### config.mk
export PLATFORM = sky130hd
export DESIGN_NAME = alu_exec_stage
export DESIGN_NICKNAME = d
export VERILOG_FILES = /design/src/rtl/alu_exec_stage.sv
export SDC_FILE = /design/constraint.sdc
export NUM_CORES = 1
export LEC_CHECK = 0
export CAP_MARGIN = 0
export CELL_PAD_IN_SITES_DETAIL_PLACEMENT = 1
export CELL_PAD_IN_SITES_GLOBAL_PLACEMENT = 1
export CORE_UTILIZATION = 40
export DETAILED_ROUTE_END_ITERATION = 12
export PLACE_DENSITY = 0.81
export SYNTH_ARGS = -nofsm -noshare
export SYNTH_HDL_FRONTEND = slang
export SYNTH_SLANG_ARGS = --single-unit
### constraint.sdc
create_clock -name clk -period 5.05 [get_ports clk]
set_input_delay 1.01 -clock clk [delete_from_list [all_inputs] [get_ports clk]]
set_output_delay 1.01 -clock clk [all_outputs]
set_load 0.005 [all_outputs]
### src/rtl/alu_exec_stage.sv
// Execute stage: one-cycle add/sub/and/or/slt and an optional iterative 1-bit/cycle shifter
// behind a valid/ready handshake with a registered result. Shifter is built when ALU_SHIFT_EN is defined.
module alu_exec_stage #(
  parameter int unsigned XLEN    = 32,
  parameter int unsigned SHAMT_W = $clog2(XLEN)
) (
  input  logic            clk,
  input  logic            reset,
  input  logic            in_valid,
  output logic            in_ready,
  input  logic [2:0]      alu_control,
  input  logic [XLEN-1:0] a,
  input  logic [XLEN-1:0] b,
  output logic            out_valid,
  input  logic            out_ready,
  output logic [XLEN-1:0] result,
  output logic            zero,
  output logic            illegal
);

  logic [XLEN-1:0] alu_res;
  logic            alu_ill;
  logic            accept;
  logic            ld_en;
  logic [XLEN-1:0] ld_val;
  logic            ld_ill;

  logic            out_valid_q;
  logic [XLEN-1:0] result_q;
  logic            zero_q;
  logic            illegal_q;

  assign accept = in_valid && in_ready;

  always_comb begin
    alu_res = '0;
    alu_ill = 1'b0;
    case (alu_control)
      3'b000:  alu_res = a + b;
      3'b001:  alu_res = a - b;
      3'b010:  alu_res = a & b;
      3'b011:  alu_res = a | b;
      3'b101:  alu_res = {{(XLEN-1){1'b0}}, ($signed(a) < $signed(b))};
      default: alu_ill = 1'b1;
    endcase
  end

`ifdef ALU_SHIFT_EN
  typedef enum logic [0:0] {StIdle, StShift} state_e;

  state_e             state_q;
  logic [XLEN-1:0]    sh_q;
  logic [XLEN-1:0]    sh_next;
  logic [SHAMT_W-1:0] cnt_q;
  logic [SHAMT_W-1:0] shamt;
  logic [1:0]         op_q;
  logic               is_shift;

  assign shamt    = b[SHAMT_W-1:0];
  assign is_shift = alu_control[2] && (alu_control[1:0] != 2'b01);
  assign in_ready = (state_q == StIdle) && (!out_valid_q || out_ready);

  // op_q holds alu_control[1:0]: 00 sll, 10 srl, 11 sra
  always_comb begin
    case (op_q)
      2'b00:   sh_next = {sh_q[XLEN-2:0], 1'b0};
      2'b10:   sh_next = {1'b0, sh_q[XLEN-1:1]};
      default: sh_next = {sh_q[XLEN-1], sh_q[XLEN-1:1]};
    endcase
  end

  always_comb begin
    ld_en  = 1'b0;
    ld_val = alu_res;
    ld_ill = alu_ill;
    if (state_q == StShift) begin
      // Last shift step loads the shifted value on the same edge
      ld_en  = (cnt_q == SHAMT_W'(1));
      ld_val = sh_next;
      ld_ill = 1'b0;
    end else if (accept) begin
      if (!is_shift) begin
        ld_en = 1'b1;
      end else if (shamt == '0) begin
        ld_en  = 1'b1;
        ld_val = a;
        ld_ill = 1'b0;
      end
    end
  end

  always_ff @(posedge clk) begin
    if (reset) begin
      state_q <= StIdle;
      sh_q    <= '0;
      cnt_q   <= '0;
      op_q    <= 2'b00;
    end else begin
      case (state_q)
        StIdle: begin
          if (accept && is_shift && (shamt != '0)) begin
            sh_q    <= a;
            cnt_q   <= shamt;
            op_q    <= alu_control[1:0];
            state_q <= StShift;
          end
        end
        StShift: begin
          sh_q  <= sh_next;
          cnt_q <= cnt_q - SHAMT_W'(1);
          if (cnt_q == SHAMT_W'(1)) begin
            state_q <= StIdle;
          end
        end
        default: state_q <= StIdle;
      endcase
    end
  end
`else
  assign in_ready = !out_valid_q || out_ready;

  always_comb begin
    ld_en  = accept;
    ld_val = alu_res;
    ld_ill = alu_ill;
  end
`endif

  always_ff @(posedge clk) begin
    if (reset) begin
      out_valid_q <= 1'b0;
      result_q    <= '0;
      zero_q      <= 1'b1;
      illegal_q   <= 1'b0;
    end else if (ld_en) begin
      out_valid_q <= 1'b1;
      result_q    <= ld_ill ? '0 : ld_val;
      zero_q      <= ld_ill || (ld_val == '0);
      illegal_q   <= ld_ill;
    end else if (out_ready) begin
      out_valid_q <= 1'b0;
    end
  end

  assign out_valid = out_valid_q;
  assign result    = result_q;
  assign zero      = zero_q;
  assign illegal   = illegal_q;

endmodule

Word level (Yosys, flattened, before mapping)
Cells that the tools add are included.
Widths: inputs -> output; s select.

word-level totals
  register bits = 35
  input port bits = 71
  logic and storage cells = 26

operators by class
  add/sub/neg operators = 2
  magnitude comparators = 1
  eq/ne operators = 4
  mux-type cells = 5
  bitwise operators = 2
  reductions and logical operators = 8

operator list
  operator            number
  $pmux 32 s5         1
  $add 32x32->32      1
  $and 32x32->32      1
  $logic_not 32->1    1
  $lt 32x32->1        1
  $mux 32             1
  $or 32x32->32       1
  $sub 32x32->32      1
  $eq 3x2->1 const B  2
  $reduce_or 5->1     1
  $eq 3x1->1 const B  1
  $eq 3x3->1 const B  1
  $logic_not 3->1     1
  $mux 1              3
  $logic_or 1x1->1    2
  $reduce_bool 2->1   1
  $logic_and 1x1->1   1
  $logic_not 1->1     1

Depth between registers and ports, before layout
Gate-level depths: netlist of the first run.

  depth in word-level cells = 4
  mapped depth = 14

Worst setup path before layout of the first run
Ideal clock, no wire load.

  path type = input-to-reg
  start point = in a[1]
  end point = reg zero_q (netlist: zero)
  arrival time = 3,740 ps
  path slack = 1,236 ps
  cell stages on the path = 13
  buffers on the path = 0
  cells stage by stage = inv_1 -> ha_1 -> o21ba_1 -> or4_4 -> a2111oi_4 -> nor3b_2 -> a2111oi_4 -> nor2_2 -> a2111oi_2 -> and4_1 -> and4_1 -> nand4_1 -> o211ai_2

between the ends
  longest elaborated chain between the ends = 4
  elaborated cells on any way between the ends = 8
  those cells by class = add/sub (2); order compare (1); mux (1); bitwise (2); reduce/logical (2)

ends and longest elaborated chain
  what                                    line  text
  from (decl)                             12    input logic [XLEN-1:0] a,
  $sub 32x32->32 (tied with other cells)  40    3'b001: alu_res = a - b;
  $pmux 32 s5 (*)                         38    case (alu_control)
  $logic_not 32->1 (*)                    138   zero_q <= ld_ill || (ld_val == '0);
  $logic_or 1x1->1 (*)                    138
  to (signal assigned)                    138
  to (decl)                               30    logic zero_q;

Mark *: on every way between the ends. The rest lies on a longest branch, timed or not.
A chain may end at the register's enable or synchronous reset.

Final worst setup path of the first run
  start point = in a[7]
  end point = reg zero_q (netlist: zero)

The elaborated chain is that of the path after synthesis.

==> out/results.ini, run 1 <==
[placed_design]
hpwl_mm = 20.9
gp_congestion = 0.968
port_buffers = 106

[global_route]
grt_max_degree = 91
antenna_found_initial = 0
grt_overflow = 0
grt_usage = 0.298
grt_pass1_wl_mm = 41.4
first_global_vias = 7668

[clocking]
clock_latency_ps = 280
cts_buffer_depth = 2
cts_hold_buf = 0
cts_buffers = 5
h-tree-depth = 2
cts_setup_buffers = 0
clock-root-buffer = clkbuf_16
clk_pin_slew_ps = 50
ctsResizeCount = 0
cts_tree = done
numClockSinks = 35

[critical_path]
crit_path_top_delay_cell = clkdlybuf4s50_1
rr_startpoint = out_valid$_SDFFE_PP0P_
rr_endpoint = zero$_SDFFE_PP1P_
rrSetupSlack_ps = 2780
arrival_ps = 4810
rr_worst_depth = 11
crit_top_cell = nor2b_1
critical_path.cell_chain = clkdlybuf4s50_1 > inv_1 > ha_1 > nor2b_1 > a2111oi_4 > a211oi_2 > o31a_1 > nor3_1 > o21ai_1 > a221oi_1 > nor2b_1 > and4_1 > nand4_1 > o211ai_2
crit_end = zero$_SDFFE_PP1P_
cpPeakStageDelay_ps = 540
startpoint_type = input port
end_kind = flip-flop
worstSetupPathType = in2reg
crit_start = a[7]
critPathMaxFanout = 9
cp.required_ps = 5200

[final_layout]
drive_gt1_frac = 0.0747
diodes = 0
syn2layout_area_growth_pct = 22.8
fillers = 2127
nets = 1242

[power_and_ir_drop]
power_density_nw_per_um2 = 178
p_leak_nw = 3.63
irDropWorstVdd_mv = 0.120

[sta]
fin_skew_ps = 6.00
grt_setup_unrepaired = no
hold_viol_final = 0
finalSetupViolCount = 0
hold_ws_ps = 457
min_period_over_period = 0.922
fmax_ghz = 0.215
slew_headroom = 0.490
final_max_slew_viol_count = 0
period_needed_ps = 4650
worstMarginPinSlew_ps = 762
timing.setup.tns_ps = 0

[drt]
via_count = 7707
drtIter0Drc = 559
drc = 0
drt_wl_total_mm = 26.0
wl_per_cell_um = 20.3
ant_nets = 0
first_pass_iters = 5
via_per_inst = 6.03

[outcome]
status = completed

[synth]
synth-seq-area-share = 0.104
yosys_register_bits = 35
synth_flop_cell = dfxtp_1
synth_warnings = 0
synthCells = 956
synth_area_um2 = 6740
synth_edf_count = 0
synthDistinctLibCells = 84
synthTopCellsByArea = ha_1 (21%), dfxtp_1 (10%), a21oi_1 (7.5%)
syn-num-nets = 1140
yosysTopAreaCell = ha_1
async_reset_ff_frac = 0
synth_top_area_frac = 0.206
syn_area_per_cell_um2 = 7.05

[floorplan]
rows = 47
core_um2 = 16500
ios = 107
die_area_um2 = 17400
die-width_um = 132
initial_utilization = 0.408
dieHeight_um = 132

[hold_path]
hold_path.class = reg2reg

[flow_run]
maxCapViolCount = 0

## cells in the mapped netlist (5+ instances only)
cell type / number
nand2_1: 78
a21oi_1: 101
o21ai_0: 38
a21o_1: 19
nor4_1: 13
a211oi_1: 39
o211ai_1: 12
inv_1: 89
and3_1: 5
buf_1: 5
nor3_1: 32
nand3_1: 23
inv_2: 5
o21bai_1: 9
nor2b_1: 8
o31ai_1: 9
buf_4: 8
nor2_1: 109
buf_2: 13
a31oi_1: 9
dfxtp_1: 35
mux2i_1: 9
o41ai_1: 5
nand2b_1: 7
clkbuf_1: 23
nand4_1: 6
o31a_1: 7
ha_1: 111
xnor2_1: 20
## sequential cells by signal (all words and copies together), names as in the netlist
name,flops
illegal,1
out_valid,1
result,32
zero,1
## power by group
part | leakage, nW | switching, mW | internal [mW]
Clock | 0.0727 | 0.109 | 0.192
Combinational | 3.27 | 0.502 | 0.354
Sequential | 0.289 | 0.0147 | 0.298
Total | 3.63 | 0.626 | 0.844
## per-layer routing
layer  share of wire  up-vias  global-route usage  routed length [µm]
li1                -     3641                   -                   -
met1            0.43     3775               0.374               11300
met2            0.49      239               0.531               12700
met3           0.047       52              0.0300                1220
met4           0.030        0              0.0943                 775
met5               0        -                   0                   0
## placed cells by master, fill, tap and decap left out, drive strengths merged, types with 13 or more instances in the layout
cell / instances
buf: 42
dfxtp: 35
xnor2: 20
nor2: 110
o21ai: 41
nor3: 32
a21oi: 101
o211ai: 13
a21o: 20
nor4: 13
nand2: 78
nand3: 23
ha: 111
clkdlybuf4s50: 105
a211oi: 40
inv: 94
## worst max-delay path, delay by kind of cell
kind	cells	cell delay [ps]
AO/OA/AOI/OAI	6	1810
buffers and inverters	2	600
AND/OR/NAND/NOR	5	920
adder cells (fa/ha/maj)	1	460
## worst min path at each step
stage	slack, ps	cells past startpoint	end	start
global route	480	2	illegal$_SDFFE_PP0P_	illegal$_SDFFE_PP0P_
detailed placement	450	2	illegal$_SDFFE_PP0P_	illegal$_SDFFE_PP0P_
finish	460	2	illegal$_SDFFE_PP0P_	illegal$_SDFFE_PP0P_
global placement	450	2	result[0]$_SDFFE_PP0P_	result[0]$_SDFFE_PP0P_
floorplan	450	2	result[18]$_SDFFE_PP0P_	result[18]$_SDFFE_PP0P_
CTS	460	2	illegal$_SDFFE_PP0P_	illegal$_SDFFE_PP0P_
## per-stage QoR
| stage | area, µm² | utilization | std cells | setup slack [ps] | power, mW |
|---|---|---|---|---|---|
| CTS | 8280 | 0.501 | 1278 | 421 | 1.46 |
| detailed placement | 8130 | 0.492 | 1271 | 158 | 1.16 |
| global placement | 8130 | 0.492 | 1271 | 175 | 1.14 |
| finish | 8280 | 0.501 | 1278 | 396 | 1.47 |
| floorplan | 6740 | - | 956 | 1240 | 0.831 |
| global route | 8280 | 0.501 | 1278 | 109 | 1.56 |
## kinds of logic (layout without fill, tap and decap cells)
| group | after synthesis | count (layout) | share of synthesized area |
|---|---|---|---|
| AND/OR/NAND/NOR | 311 | 311 | 0.217 |
| adder cells (fa/ha/maj) | 113 | 113 | 0.212 |
| XOR/XNOR | 20 | 20 | 0.0260 |
| flip-flops | 35 | 35 | 0.104 |
| buffers and inverters | 147 | 249 | 0.0917 |
| AO/OA/AOI/OAI | 319 | 319 | 0.333 |
| multiplexers | 11 | 11 | 0.0167 |
## area by class of cell
class,instances,area [µm²],share of cell area
repair buffers,147,1380,0.166
well taps,220,275,0.0333
clock buffers,6,139,0.0168
clock inverters,1,5.00,0.000605
flip-flops and latches,35,701,0.0847
multi-input cells,774,5420,0.655
inverters,95,357,0.0431
(Power assumes the default switching activity.)
==> run 2: changes to the inputs <==
Settings changed: CORE_MARGIN set to 5.
==> run 2 against run 1 <==
Effect of this change:
- non-clock buffer count decreased by 4
- critical path depth unchanged
- fmax increased by 0.33%
- register-to-register slack improved by 110 ps
- combinational power decreased by 1%
- first-iteration DRC count increased by 17%
- total power decreased by 1.5%
- global-route usage decreased by 4.5 points
- flip-flop and latch count unchanged
- sequential share of layout area increased by 0.050 points
- largest power group unchanged
==> out/results.ini, run 2 (synthesis results as in run 1) <==
[power_and_ir_drop]
pwr-share-seq = 0.215
total_power_mw = 1.45
irDropWorstVdd_mv = 0.147
clkPwrFrac = 0.201
p_comb_frac = 0.584
p_leak_nw = 3.60
p_int_uw = 827
power_density_nw_per_um2 = 176
power.switching_uw = 620
p_sw_frac = 0.428

[final_layout]
final_cell_mix = ha_1 (111), nor2_1 (109), clkdlybuf4s50_1 (105)
final_area_um2 = 8230
nets = 1238
diodes = 0
drive_gt1_frac = 0.0701
final_core_util = 0.496
syn2layout_area_growth_pct = 22.0
mostFrequentLayoutCell = ha_1
instances_no_fill = 1275
largest_reg_flops = 32

[sta]
hold_ws_ps = 462
worstMarginPinSlew_ps = 880
hold_viol_final = 0
min_period_over_period = 0.919
fmax_ghz = 0.216
timing.setup.tns_ps = 0
grt_setup_unrepaired = no
finalSetupViolCount = 0
setup_slack_ps = 411
final_max_slew_viol_count = 0
slew_headroom = 0.413
period_needed_ps = 4640
fin_skew_ps = 5.27

[global_route]
grt_pass1_wl_mm = 40.7
grt_usage = 0.252
first_global_vias = 7594
grt_overflow = 0
antenna_found_initial = 0
grt_max_degree = 57

[critical_path]
cp.required_ps = 5260
rr_startpoint = out_valid$_SDFFE_PP0P_
rrSetupSlack_ps = 2890
end_kind = flip-flop
rr_worst_depth = 11
worstSetupPathType = in2reg
arrival_ps = 4850
critPathMaxFanout = 9
startpoint_type = input port
rr_endpoint = zero$_SDFFE_PP1P_

[drt]
ant_nets = 0
via_per_inst = 5.98
drt_wl_total_mm = 25.6
drtIter0Drc = 654
drc = 0
wl_per_cell_um = 20.1
via_count = 7628
first_pass_iters = 5

[floorplan]
core_um2 = 16600
ios = 107
die-width_um = 140
die_area_um2 = 19500
dieHeight_um = 140
rows = 47
initial_utilization = 0.407

[clocking]
clock_latency_ps = 270
clk_pin_slew_ps = 50
cts_buffers = 5
h-tree-depth = 2
cts_tree = done
cts_hold_buf = 0
cts_setup_buffers = 0
numClockSinks = 35
ctsResizeCount = 0
clock-root-buffer = clkbuf_16
cts_buffer_depth = 2

[placed_design]
dp.cells = 1267
port_buffers = 106
placed_area_um2 = 8090
gp_congestion = 0.976
hpwl_mm = 20.7
place_ws_ps = 185

[hold_path]
min_to = result[18]$_SDFFE_PP0P_
hold_path.class = reg2reg
hold_start = result[18]$_SDFFE_PP0P_
min_path_cells = 2

[outcome]
status = completed

[flow_run]
maxCapViolCount = 0

==> run 2: cell types whose count changed in the layout (fill, tap and decap cells not counted), sizes merged <==
| cell | change |
|---|---|
| clkbuf | +1 |
| buf | -4 |
==> run 2: cell type report <==
class                   count  area [µm²]
clock buffers               7         133
inverters                  95         357
multi-input cells         774        5420
clock inverters             1        5.00
flip-flops and latches     35         701
repair buffers            143        1330
well taps                 220         275
fillers                  2169        8360
==> run 2: worst max path at each step <==
stage	startpoint	endpoint	slack (ps)	cells past startpoint
2_1_floorplan	a[1]	zero$_SDFFE_PP1P_	1240	13
3_3_place_gp	a[7]	zero$_SDFFE_PP1P_	250	14
3_5_place_dp	a[7]	zero$_SDFFE_PP1P_	190	14
4_1_cts	a[7]	zero$_SDFFE_PP1P_	440	14
5_1_grt	a[7]	zero$_SDFFE_PP1P_	160	14
6_report	a[7]	zero$_SDFFE_PP1P_	410	14
==> run 2: layer usage <==
| metal | vias to the layer above | global-route usage | wire (µm) |
|---|---|---|---|
| met5 | - | 0 | 0 |
| met4 | 0 | 0.0765 | 836 |
| met3 | 57 | 0.0346 | 1650 |
| met2 | 291 | 0.441 | 12200 |
| met1 | 3647 | 0.322 | 10900 |
| li1 | 3633 | - | - |
==> run 2: worst max-delay path: stages <==
cell and delay [ps]:
clkdlybuf4s50_1 530, inv_1 60, ha_1 460, nor2b_1 170
a2111oi_4 450, a211oi_2 180, o31a_1 390, a2111oi_2 380
mux2i_1 140, a2bb2oi_1 320, nor3b_1 230, nor4b_4 210
nand4_1 130, o211ai_2 170
==> run 2: power by group through the flow <==
stage	combinational, mW	clock [mW]	sequential, mW
2_1_floorplan	0.515	0	0.316
3_3_place_gp	0.813	0	0.316
3_5_place_dp	0.828	0	0.318
4_1_cts	0.834	0.293	0.312
5_1_grt	0.917	0.310	0.314
6_report	0.845	0.291	0.312
